### src/rtl/uart_tx_ext.sv
// Parametrised UART transmitter: start, DATA_WD data bits LSB first, optional parity, 1 or 2 stop bits.
// Define UART_TX_BREAK_EN to build in line-break generation driven by break_req.
module uart_tx_ext #(
  parameter int DATA_WD    = 8,
  parameter int OS_RATE    = 16,
  parameter int BREAK_BITS = 13
) (
  input  logic               clk,
  input  logic               rst,
  input  logic               tick,
  input  logic [DATA_WD-1:0] din,
  input  logic               din_valid,
  output logic               din_ready,
  input  logic [1:0]         parity_mode,
  input  logic               stop2,
  input  logic               break_req,
  output logic               tx,
  output logic               tx_busy,
  output logic               tx_done
);

  localparam int CNT_W = $clog2(OS_RATE);
  localparam int IDX_W = 4;

  typedef enum logic [2:0] {
    S_IDLE,
    S_START,
    S_DATA,
    S_PARITY,
    S_STOP
`ifdef UART_TX_BREAK_EN
    , S_BREAK
`endif
  } state_t;

  state_t             state_q;
  logic [CNT_W-1:0]   cnt_q;
  logic [IDX_W-1:0]   idx_q;
  logic [DATA_WD-1:0] data_q;
  logic               par_en_q;
  logic               par_bit_q;
  logic               stop2_q;
  logic               tx_q;
  logic               busy_q;
  logic               done_q;
  logic               ready_q;

  logic bit_end;
  logic accept;
  logic par_calc;

  assign bit_end = tick && (cnt_q == CNT_W'(OS_RATE - 1));

`ifdef UART_TX_BREAK_EN
  localparam int BRK_W = $clog2(BREAK_BITS + 1);
  logic [BRK_W-1:0] brk_q;
  // A pending break masks the handshake in the same cycle it is requested.
  assign din_ready = ready_q && !break_req;
`else
  logic unused_break;
  assign unused_break = break_req;
  assign din_ready    = ready_q;
`endif

  assign accept = din_valid && din_ready;

  always_comb begin
    par_calc = 1'b1;
    case (parity_mode)
      2'd1:    par_calc = ~^din;
      2'd2:    par_calc = ^din;
      default: par_calc = 1'b1;
    endcase
  end

  always_ff @(posedge clk) begin
    if (rst) begin
      state_q   <= S_IDLE;
      cnt_q     <= '0;
      idx_q     <= '0;
      data_q    <= '0;
      par_en_q  <= 1'b0;
      par_bit_q <= 1'b0;
      stop2_q   <= 1'b0;
      tx_q      <= 1'b1;
      busy_q    <= 1'b0;
      done_q    <= 1'b0;
      ready_q   <= 1'b1;
`ifdef UART_TX_BREAK_EN
      brk_q     <= '0;
`endif
    end else begin
      done_q <= 1'b0;
      // The tick that coincides with accept is not counted: the counter is held in IDLE.
      if (state_q == S_IDLE) cnt_q <= '0;
      else if (tick)         cnt_q <= bit_end ? '0 : cnt_q + 1'b1;

      case (state_q)
        S_IDLE: begin
          idx_q <= '0;
          tx_q  <= 1'b1;
`ifdef UART_TX_BREAK_EN
          if (break_req) begin
            state_q <= S_BREAK;
            tx_q    <= 1'b0;
            busy_q  <= 1'b1;
            ready_q <= 1'b0;
            brk_q   <= '0;
          end else
`endif
          if (accept) begin
            state_q   <= S_START;
            data_q    <= din;
            par_en_q  <= (parity_mode != 2'd0);
            par_bit_q <= par_calc;
            stop2_q   <= stop2;
            tx_q      <= 1'b0;
            busy_q    <= 1'b1;
            ready_q   <= 1'b0;
          end
        end
        S_START: if (bit_end) begin
          state_q <= S_DATA;
          tx_q    <= data_q[0];
        end
        S_DATA: if (bit_end) begin
          if (idx_q == IDX_W'(DATA_WD - 1)) begin
            idx_q   <= '0;
            state_q <= par_en_q ? S_PARITY : S_STOP;
            tx_q    <= par_en_q ? par_bit_q : 1'b1;
          end else begin
            idx_q  <= idx_q + 1'b1;
            data_q <= data_q >> 1;
            tx_q   <= data_q[1];
          end
        end
        S_PARITY: if (bit_end) begin
          state_q <= S_STOP;
          tx_q    <= 1'b1;
        end
        S_STOP: if (bit_end) begin
          if (stop2_q && (idx_q == '0)) begin
            idx_q <= 1'b1;
          end else begin
            state_q <= S_IDLE;
            idx_q   <= '0;
            done_q  <= 1'b1;
            busy_q  <= 1'b0;
            ready_q <= 1'b1;
          end
        end
`ifdef UART_TX_BREAK_EN
        // BREAK_BITS low bit times followed by one mark-after-break bit time.
        S_BREAK: if (bit_end) begin
          brk_q <= brk_q + 1'b1;
          if (brk_q == BRK_W'(BREAK_BITS - 1)) tx_q <= 1'b1;
          if (brk_q == BRK_W'(BREAK_BITS)) begin
            state_q <= S_IDLE;
            busy_q  <= 1'b0;
            ready_q <= 1'b1;
          end
        end
`endif
        default: state_q <= S_IDLE;
      endcase
    end
  end

  assign tx      = tx_q;
  assign tx_busy = busy_q;
  assign tx_done = done_q;

endmodule

### config.mk
export PLATFORM = sky130hd
export DESIGN_NAME = uart_tx_ext
export DESIGN_NICKNAME = d
export VERILOG_FILES = /design/src/rtl/uart_tx_ext.sv
export SDC_FILE = /design/constraint.sdc
export NUM_CORES = 1
export LEC_CHECK = 0
export ABC_AREA = 1
export BUFFER_PORTS_ARGS = -buffer_cell sky130_fd_sc_hd__buf_2
export CORE_MARGIN = 2
export CORE_UTILIZATION = 45
export DETAILED_ROUTE_END_ITERATION = 7
export HOLD_SLACK_MARGIN = 0.08
export PLACE_DENSITY = 0.68
export SETUP_SLACK_MARGIN = 0.4
export SLEW_MARGIN = 0
export SYNTH_ARGS = -nofsm -noshare
export SYNTH_HDL_FRONTEND = slang
export SYNTH_SLANG_ARGS = --single-unit
export TNS_END_PERCENT = 100
### constraint.sdc
create_clock -name clk -period 3.49 [get_ports clk]
set_input_delay 0.698 -clock clk [delete_from_list [all_inputs] [get_ports clk]]
set_output_delay 0.698 -clock clk [all_outputs]
set_load 0.02 [all_outputs]
# Yosys cells after proc, flatten, opt, wreduce, memory -nomap -nowiden
# Index checks and enable logic that the tools add are counted.
[totals]
regBits = 26
input_bits = 16
elab_cells = 87
[classes]
n_addsub = 2
n_eq_ne = 16
n_mux = 36
bitwise = 2
reduce_logical = 20
[op_table]
columns = ["operator", "n"]
rows = [
  ["3-bit two-way mux", 8],
  ["8-bit two-way mux", 3],
  ["4-bit two-way mux", 4],
  ["2-bit inequality test, second input constant", 8],
  ["8-bit one-hot mux with 2 select lines", 1],
  ["3-bit one-hot mux with 5 select lines", 1],
  ["1-bit two-way mux", 14],
  ["4-bit one-hot mux with 3 select lines", 1],
  ["4-bit AND reduction", 3],
  ["4-bit by 1-bit adder with 4-bit output, second input constant", 2],
  ["8-bit XNOR reduction", 1],
  ["8-bit XOR reduction", 1],
  ["7-bit AND reduction", 1],
  ["3-bit by 2-bit == test with 1-bit output, second input constant", 2],
  ["1-bit one-hot mux with 2 select lines", 3],
  ["2-bit nonzero test", 3],
  ["4-bit by 3-bit == test with 1-bit output, second input constant", 1],
  ["4-bit == test, second input constant", 1],
  ["4-bit zero test", 1],
  ["1-bit one-hot mux with 4 select lines", 1],
  ["4-bit nonzero test", 1],
  ["3-bit by 1-bit == test with 1-bit output, second input constant", 1],
  ["3-bit == test, second input constant", 1],
  ["1-bit logical AND", 3],
  ["other kinds (9)", 10],
]

# Depth between registers and ports, before layout
# Gate-level depths: netlist (run 1).
[depth]
word_depth = 5
depth_mapped = 11
depth_no_buf = 11

# Worst setup path after synthesis (run 1)
# No wires, ideal clock.
[synth_timing]
path_type = "input -> register"
start = "in tick"
end = "reg idx_q[3]"
setup_time_ns = 0.117
arrival_time_ns = 1.358
t_required_ns = 3.373
path_slack_ns = 2.015
stages = 9
n_path_buf = 0
cell_sequence = "nand3_2 > nor2_4 > inv_2 > nand2_2 > o21ai_2 > inv_2 > nand3_1 > nand2_1 > nor2_1"
[synth_via]
elab_chain_cells = 3
elab_cells_between_ends = 4
[synth_lines]
columns = ["item", "line_no", "text"]
rows = [
  ["from (decl)", "10", "input logic tick,"],
  ["1-bit logical AND *", "52", "assign bit_end = tick && (cnt_q == CNT_W'(OS_RATE - 1));"],
  ["2-bit inequality test (no line)", "-", ""],
  ["3-bit AND reduction (no line) *", "-", ""],
  ["to (signal assigned)", "132", "idx_q <= idx_q + 1'b1;"],
  ["to (decl)", "38", "logic [IDX_W-1:0] idx_q;"],
]
# Mark *: on every way between the ends. The rest lies on a longest branch, timed or not.
# A chain may end at the register's enable or synchronous reset.

# Final worst setup path (run 1)
[layout_timing]
start = "reg idx_q[0]"
end = "reg data_q[0]"
[layout_via]
elab_chain_cells = 3
[layout_lines]
columns = ["item", "line_no", "text"]
rows = [
  ["4-bit by 3-bit == test with 1-bit output", "127", "if (idx_q == IDX_W'(DATA_WD - 1)) begin"],
  ["2-bit inequality test (no line)", "-", ""],
  ["4-bit AND reduction (no line)", "-", ""],
  ["to (signal assigned)", "113", "data_q <= din;"],
  ["to (signal assigned)", "133", "data_q <= data_q >> 1;"],
  ["to (decl)", "39", "logic [DATA_WD-1:0] data_q;"],
]
# No other way between the ends.

==> out/metrics.yaml, run 1 <==
status: "completed"
wl_per_cell_um: 10.18
syn2layout_area_growth_pct: 11.47
synth.top_cell.area_share_pct: 32.25
vdd_ir_drop_max_uv: 323.1
start_util_pct: 47.62
core-area_um2: 3390
syn_area_um2: 1614
ant_nets: 0
worst_r2r_startpoint: "idx_q[0]"
max_freq_mhz: 588.3
yosys-top-cells-area: "dfxtp_1 (32%), nand2_1 (19%), inv_1 (6.3%)"
slew_headroom_pct: 74.02
firstDrtPassIters: 4
clk_pin_slew_ns: 0.16
dp_hpwl_mm: 2.500
num-fill-cells: 341
yosys_register_bits: 26
cts_buffers: 3
reg2reg_slack_ns: 1.79
route.detailed.drc: 0
rsz0062_at_grt: "no"
power_density_nw_per_um2: 690.5
root_buffer: "clkbuf_4"
tightest_slew_ns: 0.3883
insertion_delay_ns: 0.33
seq_area_um2: 520.5
leakagePower_uw: 0.0008590
synth_area_leader_cell: "dfxtp_1"
grt_use_total_pct: 18.12
clock_skew_ns: 0.01446
slew_violations: 0
port_buffers: 18
setup_viol: 0
syn-mean-instance-area_um2: 6.588
path_max_fanout: 9
cts_hold_buf: 0
hold_slack_ns: 0.4779
ys.flop_type: "dfxtp_1"
min_path_cells: 2
grt_max_degree: 20
endpoint_kind: "flop"
setup-tns-final_ns: 0
syn_inst: 245
synth_edf_count: 0
crit_path_start_kind: "flop"
grt_pass1_vias: 1436
synthArstFlopShare_pct: 0
htreeDepth: 1
r2r_end: "data_q[0]"
nets: 288
seq_area_frac_synth_pct: 32.25
synth_most_common_cell: "nand2_1"
synth.distinct_cells: 27
yosysWarnings: 0
drt_iter0_drc: 70
place.gp.congestion: 0.8483
yosys-top-cells-count: "nand2_1 (81), inv_1 (27), dfxtp_1 (26)"
overflow: 0
hold_violations: 0
r2r_cells: 8
num_io_pins: 20
worst-setup-path-type: "reg -> reg"
die_h_um: 63.89
finalCriticalPeriod_ns: 1.700
die-area_um2: 4082
min_to: "tx_busy"
design_area_um2: 1799
antenna_cells: 0
cts_tree: "done"
rows: 21
cp.arrival_ns: 1.93
multiInputGateArea_um2: 945.9
cts_setup_buffers: 0
finalPower_uw: 1242
totalWireLength_mm: 3.166
min_period_over_period_pct: 48.70
cts_buffer_depth: 2
clkSinkCount: 26
hp-class: "reg -> reg"
grt_pass1_wl_mm: 6.030
vias_per_cell: 4.875
die_x_um: 63.89
drive_gt1_share_pct: 16.60
min-delay-start: "tx_busy"
crit_required_ns: 3.72
placed_area_um2: 1747
maxCapViolations: 0
vias: 1516
cts_resized: 0
antenna_found_initial: 0
synth_nets: 267
[cell usage in the layout, fill, tap and decap left out, drive strengths merged]
master,synthesis,layout
a21oi,17,17
buf,1,18
bufinv,0,1
clkbuf,1,3
dfxtp,26,26
ha,6,6
inv,34,34
mux2i,1,1
nand2,84,84
nand3,12,12
nand4,2,2
nor2,27,27
nor3,6,6
nor3b,1,1
o211ai,2,2
o21ai,24,24
xor2,1,1
[final cells by class]
type | instances | area share (%)
clock buffer | 3 | 1.252
clock inverter | 1 | 1.669
inverter | 34 | 7.371
multi-input combinational | 183 | 52.57
sequential | 26 | 28.93
tap | 46 | 3.199
timing repair buffer | 18 | 5.007
[where the power goes]
group	leakage, uW	switching [uW]	internal [uW]
Sequential	0.000213	49.7	382
Clock	0.0000279	95.6	116
Combinational	0.000618	399	200
[cells by family after synthesis]
| logic type | synth area share, % |
|---|---|
| adders and majority gates | 4.651 |
| and+or+nand+nor | 37.98 |
| AOI/OAI and AO/OA | 14.81 |
| xor gates and xnor gates | 0.5427 |
| DFF | 32.25 |
| buffers and inverters | 9.147 |
| muxes | 0.6202 |
[how the worst max path moves through the flow]
stage / slack [ns] / from / cells after the start / end
final: 1.79 / idx_q[0] / 8 / data_q[0]
after global routing: 1.61 / idx_q[0] / 8 / data_q[1]
after detailed placement: 1.71 / tick / 10 / idx_q[3]
after floorplan: 2.02 / tick / 9 / idx_q[3]
after global placement: 1.69 / tick / 8 / idx_q[3]
after CTS: 1.79 / idx_q[0] / 8 / data_q[0]
[flip-flops by register name (all words and copies together) (netlist names)]
signal and count:
data_q 8, cnt_q 4, idx_q 4, state_q 3, din_ready 1, par_bit_q 1, par_en_q 1, stop2_q 1
tx 1, tx_busy 1, tx_done 1
[through the flow]
step	util [%]	std cells	setup WS, ns
2_1_floorplan	-	245	2.015
3_3_place_gp	51.53	307	1.687
3_5_place_dp	51.53	307	1.713
4_1_cts	53.08	311	1.788
5_1_grt	53.08	311	1.609
6_report	53.08	311	1.790
[per-layer routing]
metal / vias up / GRT usage [%] / part of all wire [%]
met2: 21 / 32.03 / 46
met3: 0 / 3.697 / 2.8
met5: - / 0 / 0
li1: 818 / - / -
met1: 677 / 23.14 / 51
met4: 0 / 2.446 / 0
[critical path, stage by stage, from the launching register on]
cell	delay [ns]
dfxtp_1	0.40
ha_1	0.18
nand2_1	0.08
nor2_1	0.29
nor2_4	0.11
nor2_4	0.24
nor2_8	0.09
o21ai_0	0.17
nor2_1	0.05
No activity file was read; power rests on OpenSTA's default activity.
==> inputs of run 2 (changes only) <==
==> constraint.sdc (replaced) <==
create_clock -name clk -period 1.7 [get_ports clk]
set_input_delay 0.34 -clock clk [delete_from_list [all_inputs] [get_ports clk]]
set_output_delay 0.34 -clock clk [all_outputs]
set_load 0.02 [all_outputs]
==> run 2 against run 1 <==
Effect of this change:
- clock power up 110%
- die area is the same
- combinational power grew to 3.3 times the previous value
- register-to-register slack got worse by 1.6 ns
- clock skew decreased by 0.0075 ns
- total power grew to 2.7 times the previous value
- non-clock buffer count rose by 27
- setup slack worse by 1.6 ns
- count of clock-buffer cells in the layout unchanged
==> out/metrics.yaml, run 2 (synthesis gave the netlist of run 1 again) <==
leakagePower_uw: 0.001031  # was 0.0008590 uW
ant_nets: 0  # unchanged
hp-class: "in -> reg"  # was reg -> reg
p_sw_uw: 1433  # was 544.0 uW
maxCapViolations: 0  # unchanged
r2r_cells: 9  # was 8
path_max_fanout: 5  # was 9
pwr-share-comb_pct: 59.3  # was 48.2%
final.setup.worst_slack_ns: 0.2083  # was 1.790 ns
cpPeakStageDelay_ns: 0.38  # was 0.40 ns
dp_hpwl_mm: 2.553  # was 2.500 mm
cp.arrival_ns: 1.74  # was 1.93 ns
min-delay-start: "rst"  # was tx_busy
grt_max_degree: 20  # unchanged
overflow: 0  # unchanged
path_cells: "ha_4, nand3_4, nor2_4, inv_2, nand2_4, buf_4, nand2_1, a21oi_1, nand2_1"  # was ha_1, nand2_1, nor2_1, nor2_4, nor2_4, nor2_8, o21ai_0, nor2_1
wl_per_cell_um: 11.91  # was 10.18 um
cts_buffer_depth: 2  # unchanged
die_h_um: 63.89  # unchanged
start_util_pct: 47.62  # unchanged
p_int_uw: 1869  # was 698.3 uW
worst_r2r_startpoint: "cnt_q[1]"  # was idx_q[0]
r2r_end: "tx"  # was data_q[0]
vias_per_cell: 5.053  # was 4.875
drt_iter0_drc: 112  # was 70
top_register: "data_q"  # unchanged
swShare_pct: 43.39  # was 43.79%
use_met1_pct: 25.71  # was 23.14%
crit_required_ns: 1.95  # was 3.72 ns
slew_violations: 0  # unchanged
route.detailed.drc: 0  # unchanged
nets: 317  # was 288
root_buffer: "clkbuf_4"  # unchanged
setup_viol: 0  # unchanged
die_x_um: 63.89  # unchanged
slew_headroom_pct: 74.21  # was 74.02%
largest_register_ffs: 8  # unchanged
finalCriticalPeriod_ns: 1.492  # was 1.700 ns
grtUsageMet3_pct: 2.289  # was 3.697%
antenna_cells: 0  # unchanged
crit_path_start_kind: "flop"  # unchanged
place.gp.congestion: 0.8030  # was 0.8483
grt_busiest_layer: "met2"  # unchanged
place_inst: 308  # was 307
num_io_pins: 20  # unchanged
totalWireLength_mm: 4.051  # was 3.166 mm
tightest_slew_ns: 0.3853  # was 0.3883 ns
vdd_ir_drop_max_uv: 564.3  # was 323.1 uV
p_clk_share_pct: 13.2  # was 17.1%
grt_use_total_pct: 19.89  # was 18.12%
pwr-share-seq_pct: 27.5  # was 34.7%
crit_path_start: "cnt_q[1]"  # was idx_q[0]
die-area_um2: 4082  # unchanged
hold_violations: 0  # unchanged
core-area_um2: 3390  # unchanged
grt_pass1_vias: 1539  # was 1436
design_area_um2: 2196  # was 1799 um2
grt_pass1_wl_mm: 6.603  # was 6.030 mm
endpoint_kind: "flop"  # unchanged
antenna_found_initial: 0  # unchanged
min_path_cells: 2  # unchanged
clk_pin_slew_ns: 0.15  # was 0.16 ns
max_freq_mhz: 670.4  # was 588.3 MHz
clock_skew_ns: 0.006991  # was 0.01446 ns
power_density_nw_per_um2: 1504  # was 690.5 nW/um2
firstDrtPassIters: 4  # unchanged
met2_usage_pct: 34.11  # was 32.03%
htreeDepth: 1  # unchanged
min_to: "tx_done"  # was tx_busy
worst-setup-path-type: "reg -> reg"  # unchanged
clkSinkCount: 26  # unchanged
placed_area_um2: 1802  # was 1747 um2
post_layout_nonfiller_instances: 340  # was 311
rows: 21  # unchanged
reg2reg_slack_ns: 0.21  # was 1.79 ns
setup-tns-final_ns: 0  # unchanged
pre_cts_ws_ns: 0.2049  # was 1.713 ns
reg_top3: "data_q (8), cnt_q (4), idx_q (4)"  # unchanged
port_buffers: 18  # unchanged
layout_common_cells: "nand2_1 (74), inv_1 (25), buf_4 (22), dfxtp_1 (19)"  # was nand2_1 (81), inv_1 (27), dfxtp_1 (26), nor2_1 (21), o21ai_0 (19)
crit_slowest_cell: "dfxtp_2"  # was dfxtp_1
cts_buffers: 3  # unchanged
status: "completed"  # unchanged
syn2layout_area_growth_pct: 36.05  # was 11.47%
insertion_delay_ns: 0.34  # was 0.33 ns
cpMostUsedCell: "nand2_1"
min_period_over_period_pct: 87.75  # was 48.70%
final_common_cell: "nand2_1"  # unchanged
rsz0062_at_grt: "yes"  # was no
drive_gt1_share_pct: 34.35  # was 16.60%
cts_tree: "done"  # unchanged
vias: 1718  # was 1516
## run 2: area by class of cell
cell class / instances / area, um2
repair buffers: 45 / 320.3
multi-input cells: 185 / 1094
fillers: 286 / 1194
clock inverters: 1 / 30.03
inverters: 34 / 137.6
flip-flops and latches: 26 / 534.3
clock buffers: 3 / 22.52
well taps: 46 / 57.56
## run 2: worst max-delay path by stage
stage,cells past startpoint,to
3_3_place_gp,8,idx_q[3]
2_1_floorplan,8,data_q[7]
5_1_grt,7,data_q[0]
3_5_place_dp,8,idx_q[3]
4_1_cts,10,data_q[7]
6_report,9,tx
## run 2: timing repair
action,in CTS,in global routing
gates cloned,2,0
hold buffers,0,0
setup buffers,21,5
pin swaps,17,6
endpoints found under the setup margin,19,20
resized for setup,20,19
## run 2: power groups by stage
| stage | Sequential, uW | Combinational [uW] | Clock (uW) |
|---|---|---|---|
| floorplan | 923 | 977 | 0 |
| global placement | 910 | 1230 | 0 |
| detailed placement | 910 | 1240 | 0 |
| CTS | 901 | 1690 | 437 |
| global route | 930 | 2140 | 473 |
| finish | 907 | 1960 | 436 |
## run 2: stage by stage
stage / hold slack, ns / util (%) / total power, uW
6_report: 0.2662 / 64.78 / 3302
5_1_grt: 0.2239 / 64.78 / 3542
2_1_floorplan: 0.4183 / - / 1901
3_3_place_gp: 0.4493 / 53.16 / 2142
4_1_cts: 0.2586 / 61.87 / 3030
3_5_place_dp: 0.4502 / 53.16 / 2147
## run 2: critical path, delay by kind of cell, from the launching register on
family          cells  cell delay (ns)
fa+ha+maj           1             0.15
simple gates        5             0.49
flops               1             0.38
buf+inv             2             0.21
compound gates      1             0.18
## run 2: metal layers
layer  wire length [um]  part of all wire (%)  up-vias
li1                   -                     -      883
met1               1839                    45      784
met5                  0                     0        -
met3                158                   3.9       12
met2               1931                    48       39
met4                122                   3.0        0
